[src/rtl/sync_fifo.sv]
`default_nettype none
// ============================================================================
//  Module      : sync_fifo
//  Description : Single-clock FIFO; a push while full succeeds only with a same-edge pop.
//  Revision    : 1.0 - initial release
// ============================================================================
module sync_fifo #(
    parameter int DEPTH = 8,
    parameter int WIDTH = 32
) (
    input  logic                       clk,
    input  logic                       rst,
    input  logic                       push,
    input  logic [WIDTH-1:0]           wdata,
    input  logic                       pop,
    output logic [WIDTH-1:0]           rdata,
    output logic                       full,
    output logic                       empty,
    output logic [$clog2(DEPTH):0]     count
);

    localparam int AW = $clog2(DEPTH);
    localparam logic [AW:0] c_depth = (AW+1)'(DEPTH);

    logic [WIDTH-1:0] r_mem [DEPTH];
    logic [AW-1:0]    r_wr_ptr;
    logic [AW-1:0]    r_rd_ptr;
    logic [AW:0]      r_count;

    logic w_full;
    logic w_empty;
    logic w_do_pop;
    logic w_do_push;

    assign w_full    = (r_count == c_depth);
    assign w_empty   = (r_count == '0);
    assign w_do_pop  = pop && !w_empty;
    // A full FIFO still accepts a word when the head leaves on the same edge.
    assign w_do_push = push && (!w_full || w_do_pop);

    always_ff @(posedge clk) begin
        if (w_do_push) begin
            r_mem[r_wr_ptr] <= wdata;
        end
    end

    always_ff @(posedge clk or negedge rst) begin
        if (!rst) begin
            r_wr_ptr <= '0;
            r_rd_ptr <= '0;
            r_count  <= '0;
        end else begin
            if (w_do_push) begin
                r_wr_ptr <= r_wr_ptr + 1'b1;
            end
            if (w_do_pop) begin
                r_rd_ptr <= r_rd_ptr + 1'b1;
            end
            case ({w_do_push, w_do_pop})
                2'b10:   r_count <= r_count + 1'b1;
                2'b01:   r_count <= r_count - 1'b1;
                default: r_count <= r_count;
            endcase
        end
    end

    assign rdata = r_mem[r_rd_ptr];
    assign full  = w_full;
    assign empty = w_empty;
    assign count = r_count;

endmodule
`default_nettype wire

[config.mk]
export PLATFORM = sky130hd
export DESIGN_NAME = sync_fifo
export DESIGN_NICKNAME = d
export VERILOG_FILES = /design/src/rtl/sync_fifo.sv
export SDC_FILE = /design/constraint.sdc
export NUM_CORES = 1
export LEC_CHECK = 0
export CORE_MARGIN = 2
export CORE_UTILIZATION = 50
export DETAILED_ROUTE_END_ITERATION = 6
export HOLD_SLACK_MARGIN = 0.08
export PLACE_DENSITY = 0.72
export SYNTH_ARGS = -nofsm -noshare
export SYNTH_HDL_FRONTEND = slang
export SYNTH_SLANG_ARGS = --single-unit
[constraint.sdc]
create_clock -name clk -period 4.5 [get_ports clk]
set_input_delay 0.9 -clock clk [delete_from_list [all_inputs] [get_ports clk]]
set_output_delay 0.9 -clock clk [all_outputs]
set_load 0.01 [all_outputs]
==> flow_summary.rst <==
.. list-table::
   :header-rows: 1

   * - Metric
     - Value
   * - Leak Pwr
     - 4.020 nW
   * - Fraction of the yosys area taken by sequential cells
     - 0.7644
   * - Final clock period utilization by the worst path
     - 0.8789
   * - I/O pin count
     - 74
   * - Unrepaired setup endpoints after global routing
     - no
   * - Die Span X
     - 148.1 um
   * - Nets@finish
     - 573
   * - Clock latency on the worst-skew pair
     - 0.52 ns
   * - Final hold violation count
     - 0
   * - HPWL after detailed placement
     - 10710 um
   * - First-pass GRT wire length
     - 28910 um
   * - # Post-CTS Setup Buffers
     - 0
   * - Share of total power in combinational logic
     - 0.315
   * - Pin count of the biggest net entering global routing
     - 47
   * - Via density per instance
     - 5.641
   * - Post-Route Setup TNS
     - 0 ns
   * - Worst Hold Slack
     - 0.5404 ns
   * - Class of the most critical setup path
     - flop to output port
   * - First-pass DRT Iterations
     - 4
   * - Layout Skew
     - 0.01494 ns
   * - Internal Pwr Total
     - 5.701 mW
   * - Critical Path Fanout Max
     - 35
   * - Slew Limit Headroom
     - 0.3212
   * - Design Area, Final
     - 0.01232 mm2
   * - Fraction of final layout cells sized beyond drive strength 1
     - 0.2468
   * - Clock tree from TritonCTS
     - yes
   * - Setup violators final
     - 0
   * - Clock period minus worst slack
     - 3.955 ns
   * - Clock slew seen by the registers of the worst setup and hold paths
     - 0.06 ns
   * - Count of input and output buffers
     - 73
   * - Number of buffers inserted during clock tree synthesis
     - 26
   * - Sequential Power Share
     - 0.438
   * - Final slew viol count
     - 0
   * - Endpoint class of the critical path
     - output port
   * - Area of placed instances
     - 0.01156 mm2
   * - Final weighted congestion of routability-driven global placement
     - 0.7210
   * - Ys async rst share
     - 0.03759
   * - Power density normalized to cell area
     - 638.5 mW/mm2
   * - Kind of launch point of the worst setup path
     - flop
   * - Yosys warnings
     - 0
   * - Outcome
     - completed
   * - Worst endpoint data arrival time
     - 3.06 ns
   * - Clock H-tree levels
     - 1
   * - Number of placement rows
     - 52
   * - Initial antenna violation count
     - 1
   * - N_diodes
     - 0
   * - Yosys top cell by area
     - sky130_fd_sc_hd__edfxtp_1
   * - Switching portion of total power
     - 0.2754
   * - Starting Density
     - 0.5115
   * - Aggregate global-route resource usage
     - 0.1746
   * - Die extent in y
     - 148.1 um
   * - Maximum achievable frequency
     - 252.8 MHz
   * - Type of the worst min-delay path
     - flop to flop
   * - DR WL/cell
     - 22.88 um
   * - Clock network fraction of total power
     - 0.247
   * - Core region area
     - 0.02030 mm2
   * - Number of DRC violations after detailed routing
     - 0
   * - Total nets after synthesis
     - 477
   * - Maximum VDD drop
     - 0.0003913 V
   * - Routed wire length
     - 18700 um
   * - Commonest register cell after synthesis
     - sky130_fd_sc_hd__edfxtp_1
   * - Transition time at the pin with the least slew margin
     - 1.018 ns
   * - Largest cells by area after synthesis
     - sky130_fd_sc_hd__edfxtp_1 (74%), sky130_fd_sc_hd__mux4_2 (8.5%), sky130_fd_sc_hd__mux4_1 (6.3%)
   * - Buffer type at the clock tree root
     - sky130_fd_sc_hd__clkbuf_16
   * - GR Overflow Total
     - 0
   * - Syn Std Cell Area
     - 0.01038 mm2
   * - Initial detailed-routing violation count
     - 348
   * - Required arrival time at the worst endpoint
     - 3.60 ns
   * - Number of global-route vias before repair
     - 4971
   * - Overall via count from detail_route
     - 4609
   * - Switching power
     - 2.167 mW
   * - Mean post-synth cell area
     - 23.82 um2
   * - Overall die area
     - 0.02194 mm2
   * - Share of the synthesized area in the top cell type
     - 0.7403
   * - Bufs on Longest Clock Path
     - 3
   * - Register bit total from synthesis
     - 266
   * - Number of enable-type register cells in the synthesized netlist
     - 256
   * - Number of distinct library cells after synthesis
     - 32
   * - Max cap viols
     - 0
   * - Remaining antenna violation count after routing
     - 0
   * - Cells after synthesis
     - 436
   * - Resized cells post-CTS
     - 0
   * - Number of clock sinks
     - 266
   * - P&R area growth vs syn
     - 18.66%
   * - CTS Hold Bufs
     - 0
-- cell type report --
cell class	count	area, um2
flip-flops and latches	266	7944
clock buffers	30	686.9
well taps	270	337.8
fillers	1434	7978
inverters	5	18.77
multi-input cells	146	2332
clock inverters	13	78.83
repair buffers	87	923.4
-- per-layer routing --
layer | global-route usage | wire (um)
met5 | 0 | 13
met4 | 0.04238 | 274
met3 | 0.03466 | 932
met2 | 0.2861 | 9381
met1 | 0.2469 | 8093
-- synth_stat cells, types with 3 or more instances --
| cell | number |
|---|---|
| sky130_fd_sc_hd__buf_2 | 7 |
| sky130_fd_sc_hd__clkbuf_1 | 6 |
| sky130_fd_sc_hd__dfrtp_1 | 10 |
| sky130_fd_sc_hd__edfxtp_1 | 256 |
| sky130_fd_sc_hd__ha_1 | 4 |
| sky130_fd_sc_hd__inv_1 | 5 |
| sky130_fd_sc_hd__mux2_2 | 34 |
| sky130_fd_sc_hd__mux4_1 | 25 |
| sky130_fd_sc_hd__mux4_2 | 39 |
| sky130_fd_sc_hd__nand2_1 | 4 |
| sky130_fd_sc_hd__nand2b_1 | 4 |
| sky130_fd_sc_hd__nor2_1 | 9 |
| sky130_fd_sc_hd__xnor2_1 | 4 |
| sky130_fd_sc_hd__xor2_1 | 3 |
-- worst paths after layout --
| path | start | to | slack, ns | cells after the start |
|---|---|---|---|---|
| hold reg to reg | r_wr_ptr[0] | r_wr_ptr[0] | 0.54 | 1 |
| max in group asynchronous | rst | r_rd_ptr[0] | 3.44 | 1 |
| hold / removal | r_wr_ptr[0] | r_wr_ptr[0] | 0.54 | 1 |
| setup reg to reg | count[1] | count[3] | 1.74 | 9 |
| min in group asynchronous | rst | count[2] | 0.71 | 1 |
| setup / recovery | r_rd_ptr[0] | rdata[4] | 0.54 | 4 |
-- metrics by stage --
step / cells / total power, mW / setup slack (ns) / util
6_report: 817 / 7.868 / 0.5448 / 0.6070
5_1_grt: 817 / 8.225 / 0.3993 / 0.6070
4_1_cts: 817 / 7.974 / 0.4774 / 0.6070
3_5_place_dp: 774 / 6.009 / 1.016 / 0.5693
3_3_place_gp: 774 / 5.937 / 1.060 / 0.5693
2_1_floorplan: 436 / 4.958 / 0.4997 / -
-- power groups by stage --
stage	clock network, mW	registers (mW)	logic, mW
after floorplan	0	3.28	1.68
after global placement	0	3.48	2.46
after detailed placement	0	3.51	2.50
after CTS	1.99	3.46	2.52
after global routing	2.09	3.49	2.65
final	1.94	3.45	2.48
-- state kept, by name (all words and copies together), names as in the netlist --
name / count
count: 4
r_wr_ptr: 3
r_mem: 256
r_rd_ptr: 3
-- layout by cell type, fill, tap and decap left out, drive strengths merged --
cell and n:
a211o 1, a21oi 1, a31oi 1, buf 14
bufinv 1, clkbuf 30, clkdlybuf4s50 73, clkinv 12
dfrtp 10, edfxtp 256, fa 1, ha 4
inv 5, mux2 36, mux2i 2, mux4 64
nand2 4, nand2b 4, nand3 2, nand3b 1
nor2 9, nor3 2, o21a 1, o21ai 1
o22ai 1, or2 2, or3 2, xnor2 4
xor2 3
-- cells by family after synthesis --
family,count (synthesis),synth area share
XOR/XNOR,7,0.005904
buffers and inverters,24,0.01627
flip-flops,266,0.7644
AO/OA/AOI/OAI,6,0.005302
AND/OR/NAND/NOR,26,0.01217
multiplexers,102,0.1892
adder cells (fa/ha/maj),5,0.006748
-- worst max-delay path, cell delays in order (launching register included) --
cell and delay [ns]:
sky130_fd_sc_hd__dfrtp_4 0.85, sky130_fd_sc_hd__buf_4 0.33, sky130_fd_sc_hd__mux4_1 0.59, sky130_fd_sc_hd__mux2_2 0.28, sky130_fd_sc_hd__clkdlybuf4s50_1 0.48
(Power assumes the default switching activity.)
